--- src/rtl/project_pkg.sv ---
// Shared matrix datapath types plus the result streamer's state encoding and sizing constants.
package project_pkg;

    localparam int unsigned MAT_MAX_ROWS           = 10;
    localparam int unsigned MAT_MAX_COLS           = 10;
    localparam int unsigned STREAM_IDX_W           = 4;
    localparam int unsigned DEFAULT_STREAM_TIMEOUT = 4096;

    typedef enum logic [2:0] {
        OP_ADD        = 3'd0,
        OP_SUB        = 3'd1,
        OP_MUL        = 3'd2,
        OP_SCALAR_MUL = 3'd3,
        OP_TRANSPOSE  = 3'd4,
        OP_CONV       = 3'd5
    } op_code_t;

    typedef logic signed [7:0] matrix_element_t;

    typedef struct packed {
        logic [STREAM_IDX_W-1:0]                               rows;
        logic [STREAM_IDX_W-1:0]                               cols;
        matrix_element_t [MAT_MAX_ROWS-1:0][MAT_MAX_COLS-1:0]  cells;
    } matrix_t;

    typedef enum logic [2:0] {
        ST_IDLE    = 3'd0,
        ST_LAUNCH  = 3'd1,
        ST_CAPTURE = 3'd2,
        ST_STREAM  = 3'd3,
        ST_RELEASE = 3'd4
    } streamer_state_t;

endpackage

--- src/rtl/matrix_result_streamer.sv ---
// Runs one ALU operation via start/done, latches the result and streams it row-major over valid/ready.
// Optional ALU response timeout in LAUNCH: define MATRIX_STREAM_TIMEOUT_EN.
module matrix_result_streamer
    import project_pkg::*;
#(
    parameter int unsigned MAX_ROWS       = 10,
    parameter int unsigned MAX_COLS       = 10,
    parameter int unsigned TIMEOUT_CYCLES = DEFAULT_STREAM_TIMEOUT
) (
    input  logic                    clk,
    input  logic                    rst,
    input  logic                    req_valid,
    output logic                    req_ready,
    input  op_code_t                req_op,
    output logic                    alu_start,
    output op_code_t                alu_op,
    input  logic                    alu_done,
    input  matrix_t                 alu_result,
    input  logic                    alu_error,
    input  logic [31:0]             alu_cycle_cnt,
    output logic                    out_valid,
    input  logic                    out_ready,
    output matrix_element_t         out_data,
    output logic [STREAM_IDX_W-1:0] out_row,
    output logic [STREAM_IDX_W-1:0] out_col,
    output logic                    out_eol,
    output logic                    out_last,
    output logic                    status_valid,
    output logic                    status_error,
    output logic [31:0]             status_cycles,
    output logic                    busy
);

    if (MAX_ROWS > MAT_MAX_ROWS || MAX_COLS > MAT_MAX_COLS || TIMEOUT_CYCLES == 0) begin : g_bad_cfg
        $error("matrix_result_streamer: invalid configuration");
    end

    streamer_state_t         state_q, state_d;
    matrix_t                 mat_q, mat_d;
    op_code_t                alu_op_q, alu_op_d;
    logic                    alu_start_q, alu_start_d;
    logic                    out_valid_q, out_valid_d;
    matrix_element_t         out_data_q, out_data_d;
    logic [STREAM_IDX_W-1:0] out_row_q, out_row_d, out_col_q, out_col_d;
    logic                    out_eol_q, out_eol_d, out_last_q, out_last_d;
    logic                    status_valid_q, status_valid_d, status_error_q, status_error_d;
    logic [31:0]             status_cycles_q, status_cycles_d;

    logic [STREAM_IDX_W-1:0] rows_c, cols_c, nrow, ncol;
    logic                    req_fire, capture_abort, beat_fire, tmo_hit;

    assign req_ready     = (state_q == ST_IDLE) && !alu_done;
    assign busy          = (state_q != ST_IDLE);
    assign req_fire      = req_valid && req_ready;
    assign beat_fire     = out_valid_q && out_ready;
    assign rows_c        = (alu_result.rows > STREAM_IDX_W'(MAX_ROWS)) ? STREAM_IDX_W'(MAX_ROWS) : alu_result.rows;
    assign cols_c        = (alu_result.cols > STREAM_IDX_W'(MAX_COLS)) ? STREAM_IDX_W'(MAX_COLS) : alu_result.cols;
    assign capture_abort = alu_error || (rows_c == '0) || (cols_c == '0);

`ifdef MATRIX_STREAM_TIMEOUT_EN
    logic [31:0] tmo_q, tmo_d;

    assign tmo_hit = (state_q == ST_LAUNCH) && !alu_done && (tmo_q == 32'(TIMEOUT_CYCLES - 1));
    assign tmo_d   = (state_q == ST_LAUNCH && !tmo_hit) ? tmo_q + 32'd1 : '0;

    always_ff @(posedge clk or posedge rst) begin
        if (rst) tmo_q <= '0;
        else     tmo_q <= tmo_d;
    end
`else
    assign tmo_hit = 1'b0;
`endif

    // Row-major successor of the beat currently on the port.
    always_comb begin
        if (out_col_q == mat_q.cols - 4'd1) begin
            ncol = '0;
            nrow = out_row_q + 4'd1;
        end else begin
            ncol = out_col_q + 4'd1;
            nrow = out_row_q;
        end
    end

    always_ff @(posedge clk or posedge rst) begin
        if (rst) begin
            state_q         <= ST_IDLE;
            mat_q           <= '0;
            alu_op_q        <= OP_ADD;
            alu_start_q     <= 1'b0;
            out_valid_q     <= 1'b0;
            out_data_q      <= '0;
            out_row_q       <= '0;
            out_col_q       <= '0;
            out_eol_q       <= 1'b0;
            out_last_q      <= 1'b0;
            status_valid_q  <= 1'b0;
            status_error_q  <= 1'b0;
            status_cycles_q <= '0;
        end else begin
            state_q         <= state_d;
            mat_q           <= mat_d;
            alu_op_q        <= alu_op_d;
            alu_start_q     <= alu_start_d;
            out_valid_q     <= out_valid_d;
            out_data_q      <= out_data_d;
            out_row_q       <= out_row_d;
            out_col_q       <= out_col_d;
            out_eol_q       <= out_eol_d;
            out_last_q      <= out_last_d;
            status_valid_q  <= status_valid_d;
            status_error_q  <= status_error_d;
            status_cycles_q <= status_cycles_d;
        end
    end

    always_comb begin
        state_d = state_q;
        unique case (state_q)
            ST_IDLE:    if (req_fire) state_d = ST_LAUNCH;
            ST_LAUNCH:  if (alu_done) state_d = ST_CAPTURE;
                        else if (tmo_hit) state_d = ST_RELEASE;
            ST_CAPTURE: state_d = capture_abort ? ST_RELEASE : ST_STREAM;
            ST_STREAM:  if (beat_fire && out_last_q) state_d = ST_RELEASE;
            ST_RELEASE: if (!alu_done) state_d = ST_IDLE;
            default:    state_d = ST_IDLE;
        endcase
    end

    always_comb begin
        mat_d           = mat_q;
        alu_op_d        = alu_op_q;
        alu_start_d     = alu_start_q;
        out_valid_d     = out_valid_q;
        out_data_d      = out_data_q;
        out_row_d       = out_row_q;
        out_col_d       = out_col_q;
        out_eol_d       = out_eol_q;
        out_last_d      = out_last_q;
        status_valid_d  = 1'b0;
        status_error_d  = status_error_q;
        status_cycles_d = status_cycles_q;
        unique case (state_q)
            ST_IDLE: begin
                if (req_fire) begin
                    alu_op_d    = req_op;
                    alu_start_d = 1'b1;
                end
            end
            ST_LAUNCH: begin
                if (!alu_done && tmo_hit) begin
                    alu_start_d     = 1'b0;
                    status_valid_d  = 1'b1;
                    status_error_d  = 1'b1;
                    status_cycles_d = 32'(TIMEOUT_CYCLES);
                end
            end
            ST_CAPTURE: begin
                mat_d           = alu_result;
                mat_d.rows      = rows_c;
                mat_d.cols      = cols_c;
                alu_start_d     = 1'b0;
                status_error_d  = alu_error;
                status_cycles_d = alu_cycle_cnt;
                if (capture_abort) begin
                    status_valid_d = 1'b1;
                end else begin
                    // First beat comes straight from the ALU bus; later beats from the local copy.
                    out_valid_d = 1'b1;
                    out_data_d  = alu_result.cells[0][0];
                    out_row_d   = '0;
                    out_col_d   = '0;
                    out_eol_d   = (cols_c == 4'd1);
                    out_last_d  = (rows_c == 4'd1) && (cols_c == 4'd1);
                end
            end
            ST_STREAM: begin
                if (beat_fire) begin
                    if (out_last_q) begin
                        out_valid_d    = 1'b0;
                        status_valid_d = 1'b1;
                        status_error_d = 1'b0;
                    end else begin
                        out_row_d  = nrow;
                        out_col_d  = ncol;
                        out_data_d = mat_q.cells[nrow][ncol];
                        out_eol_d  = (ncol == mat_q.cols - 4'd1);
                        out_last_d = (nrow == mat_q.rows - 4'd1) && (ncol == mat_q.cols - 4'd1);
                    end
                end
            end
            default: ;
        endcase
    end

    assign alu_start     = alu_start_q;
    assign alu_op        = alu_op_q;
    assign out_valid     = out_valid_q;
    assign out_data      = out_data_q;
    assign out_row       = out_row_q;
    assign out_col       = out_col_q;
    assign out_eol       = out_eol_q;
    assign out_last      = out_last_q;
    assign status_valid  = status_valid_q;
    assign status_error  = status_error_q;
    assign status_cycles = status_cycles_q;

endmodule

--- config.mk ---
export PLATFORM = sky130hd
export DESIGN_NAME = matrix_result_streamer
export DESIGN_NICKNAME = d
export VERILOG_FILES = /design/src/rtl/project_pkg.sv /design/src/rtl/matrix_result_streamer.sv
export SDC_FILE = /design/constraint.sdc
export NUM_CORES = 2
export LEC_CHECK = 0
export BUFFER_PORTS_ARGS = -buffer_cell sky130_fd_sc_hd__buf_4
export CELL_PAD_IN_SITES_DETAIL_PLACEMENT = 1
export CELL_PAD_IN_SITES_GLOBAL_PLACEMENT = 2
export CORE_AREA = 2 2 358 360
export CTS_BUF_LIST = sky130_fd_sc_hd__clkbuf_8
export DETAILED_ROUTE_END_ITERATION = 7
export DIE_AREA = 0 0 360 362
export PLACE_DENSITY_LB_ADDON = 0.1
export SYNTH_ARGS = -nofsm -noshare
export SYNTH_HDL_FRONTEND = slang
export SYNTH_SLANG_ARGS = --single-unit
--- constraint.sdc ---
create_clock -name clk -period 62.9 [get_ports clk]
set_input_delay 12.58 -clock clk [delete_from_list [all_inputs] [get_ports clk]]
set_output_delay 12.58 -clock clk [all_outputs]
set_load 0.03 [all_outputs]
==> results by group <==
Run status
  • Outcome: complete, no violations

Drt
  • Routed wire length: around 200000 um
  • Initial DRC Count: roughly 3100
  • Wire per inst: 26.80 um
  • DRC violations left: 0
  • DR WL met2: between 100000 and 150000 um
  • Met3 WL post-DR: 11650 um
  • DRT Pass-1 Iters: 5
  • Post-route ant nets: 0
  • WL met1: 84830 um
  • Via density: 5.232
  • Top layer reached by signal wires: met5
  • Via Count: 40090

Setup path
  • R2r endpoint: out_data[0]
  • Setup CP Type: input port to output pin
  • WP data required: 50320 ps
  • Worst setup endpoint: req_ready
  • Max incr delay on CP: 200 ps
  • Worst path most repeated cell: buf_4
  • R2R Path Start: mat_q[800]
  • R2R cell count: 13
  • WP depth: 3
  • CP max stage cell: buf_4
  • Worst-path maximum fanout: 4
  • Critical Path Source Type: input port
  • Critical-path cell list: buf_4, nor2_1, buf_4
  • Worst setup startpoint: alu_done
  • WP data arrival: 13090 ps
  • Crit-path leading delay family: buffers and inverters
  • R2R setup slack: roughly 57000 ps
  • Critical path buffers and inverters: 2
  • Worst setup EP type: output pin

Pwr
  • Power, Total: 2.970 mW
  • Maximum VDD drop: ~0.036 mV
  • Leak: approximately 27 nW
  • PwrDens: 55.71 nW/um^2

GRT
  • Largest net degree at the start of global routing: 184
  • Initial antenna violation count: 38
  • Grt ovf: 0
  • First-pass GRT wire length: 294000 um
  • Global-route usage over all layers: 0.3097
  • Vias in the first global route: 41720

Place
  • GPL Wtd Cong: about 0.85
  • Dpl ws: 37230 ps
  • Dpl hpwl: 147900 um
  • Port-buffer cells: 907
  • Placed Area: 49990 um^2

Floorplan
  • Core area: between 100000 and 150000 um^2
  • Die height: about 360 um
  • Num ports: 908
  • Die ar.: 130300 um^2
  • Site Rows: 131
  • Die W: 360 um
  • Initial Util: 0.3270

STA
  • Fin. Hold Viols: 0
  • Worst hold slack: 466.0 ps
  • RSZ-0062 raised after global routing: false
  • Fin worst setup slack: 37230 ps
  • Fin crit share: 0.4081
  • Slew margin rel.: 0.2208
  • Setup TNS: 0 ps
  • Tmin final: 25670 ps
  • Max frequency: a little under 40 MHz
  • Actual slew at the worst max-slew pin: 1169 ps
  • Slew Limit Fails: 0
  • # setup viols final: 0
  • Final Skew: 36.93 ps

Cells and area
  • Layout net count: 6700
  • Most common cell after layout, fill and taps aside: nand2_1
  • Final instance area: roughly 53000 um^2
  • Most frequent cells in the layout: 2684 x nand2_1, 984 x buf_4, 865 x dfrtp_1
  • Share of cells above drive strength 1: 0.2250
  • Area Growth Syn to Fin: 28.66%

CTS
  • CTS Buffer Depth: 3
  • Root Buffer: clkbuf_8
  • Setup Buffers After CTS: 0
  • Htree depth: 4
  • CTS tree: yes
  • Clock insertion delay at the later pin of the skew report: between 900 and 1000 ps
  • CTS sink cnt: 868
  • CTS Buf Count: roughly 170
  • Post-CTS Hold Fix Bufs: 0
  • Resized cells post-CTS: 0
  • Reg clk slew, reported paths: 60 ps

Logic synthesis
  • Synth cell types: 70
  • Post-Syn Nets: 5874
  • Primary FF master, synth: dfrtp_1
  • Average size of a mapped cell: roughly 8.3 um^2
  • Async S/R FF share, synth: 1.000
  • Sequential area share after synthesis: 0.5242
  • Syn Inst Count: ~5000
  • Flip-flop and latch count after synthesis: 868
  • Post-synth EDFFs: 0
  • Post-synthesis cell area: 41440 um^2
  • Yosys warns: 0

Min path
  • Hold/Removal Path Class: register to register
  • Worst Hold Depth: 2

Flow run
  • Max-cap violations: 0
## tightest hold or removal path: cells and delay by family (launching register included)
family	cells	cell delay, ps
AND/OR/NAND/NOR	2	100
flip-flops	1	330
## final cells by class
| cell class | count | area [um^2] |
|---|---|---|
| diodes | 26 | 65.06 |
| clock buffers | 200 | 2753 |
| clock inverters | 95 | 503.0 |
| fillers | 15260 | 73390 |
| inverters | 18 | 75.07 |
| multi-input cells | 3803 | 18600 |
| flip-flops and latches | 868 | 21730 |
| well taps | 1662 | 2079 |
| repair buffers | 990 | 7507 |
## through the flow
stage,cells,util
floorplan,5021,-
global placement,7341,0.3946
detailed placement,7341,0.3946
CTS,7636,0.4203
global route,7656,0.4207
finish,7662,0.4208
## layer usage
| layer | vias up | GRT usage |
|---|---|---|
| met4 | 18 | 0.1164 |
| met1 | 20290 | 0.3860 |
| li1 | 18290 | - |
| met5 | - | 0 |
| met3 | 306 | 0.06149 |
| met2 | 1188 | 0.5294 |
## kinds of logic (layout without fill, tap and decap cells)
group           after synthesis  count (layout)  share of synthesized area
flops                       868             868                     0.5242
other cells                   0              26                          0
buf+inv                     350            1303                    0.03303
compound gates              670             670                     0.1098
xor+xnor                     19              19                   0.004379
mux                         196             196                    0.05619
simple gates               2914            2914                     0.2712
fa+ha+maj                     4               4                   0.001208
## power by group
| part | leakage [nW] | total, mW | switching, mW | internal, mW |
|---|---|---|---|---|
| clock | 1.93 | 0.561 | 0.265 | 0.296 |
| combinational | 14.8 | 1.40 | 0.944 | 0.454 |
| sequential | 10.7 | 1.01 | 0.174 | 0.836 |
| total | 27.4 | 2.97 | 1.38 | 1.59 |
## sequential cells by signal (all words and copies together) (netlist names)
name and flops:
out_eol 1, status_cycles 32, mat_q 808, alu_op 3
out_data 8, out_valid 1, out_row 4, status_valid 1
out_col 4, state_q 3, status_error 1, out_last 1
alu_start 1
## Yosys cell counts, types with 15 or more instances
cell type	number	share of area
nor3_1	48	0.0058
o211ai_1	18	0.0033
mux4_2	24	0.013
dfrtp_1	868	0.52
o221ai_1	83	0.018
o22ai_1	133	0.020
nor2_1	71	0.0064
o21ai_0	110	0.013
buf_1	23	0.0021
a21oi_1	112	0.014
a31oi_1	29	0.0044
mux2i_1	119	0.029
clkbuf_1	267	0.024
a211o_1	16	0.0034
buf_2	41	0.0050
inv_1	16	0.0014
nand2_1	2689	0.24
nand3_1	33	0.0040
and3_1	26	0.0039
xnor2_1	15	0.0032
a211oi_1	39	0.0071
mux2_2	53	0.014
## worst min-delay path by stage
stage / startpoint / endpoint
3_5_place_dp: mat_q[384] / mat_q[384]
2_1_floorplan: mat_q[181] / mat_q[181]
6_report: mat_q[384] / mat_q[384]
5_1_grt: mat_q[51] / mat_q[51]
4_1_cts: mat_q[340] / mat_q[340]
3_3_place_gp: mat_q[341] / mat_q[341]
No activity file was read; power rests on OpenSTA's default activity.
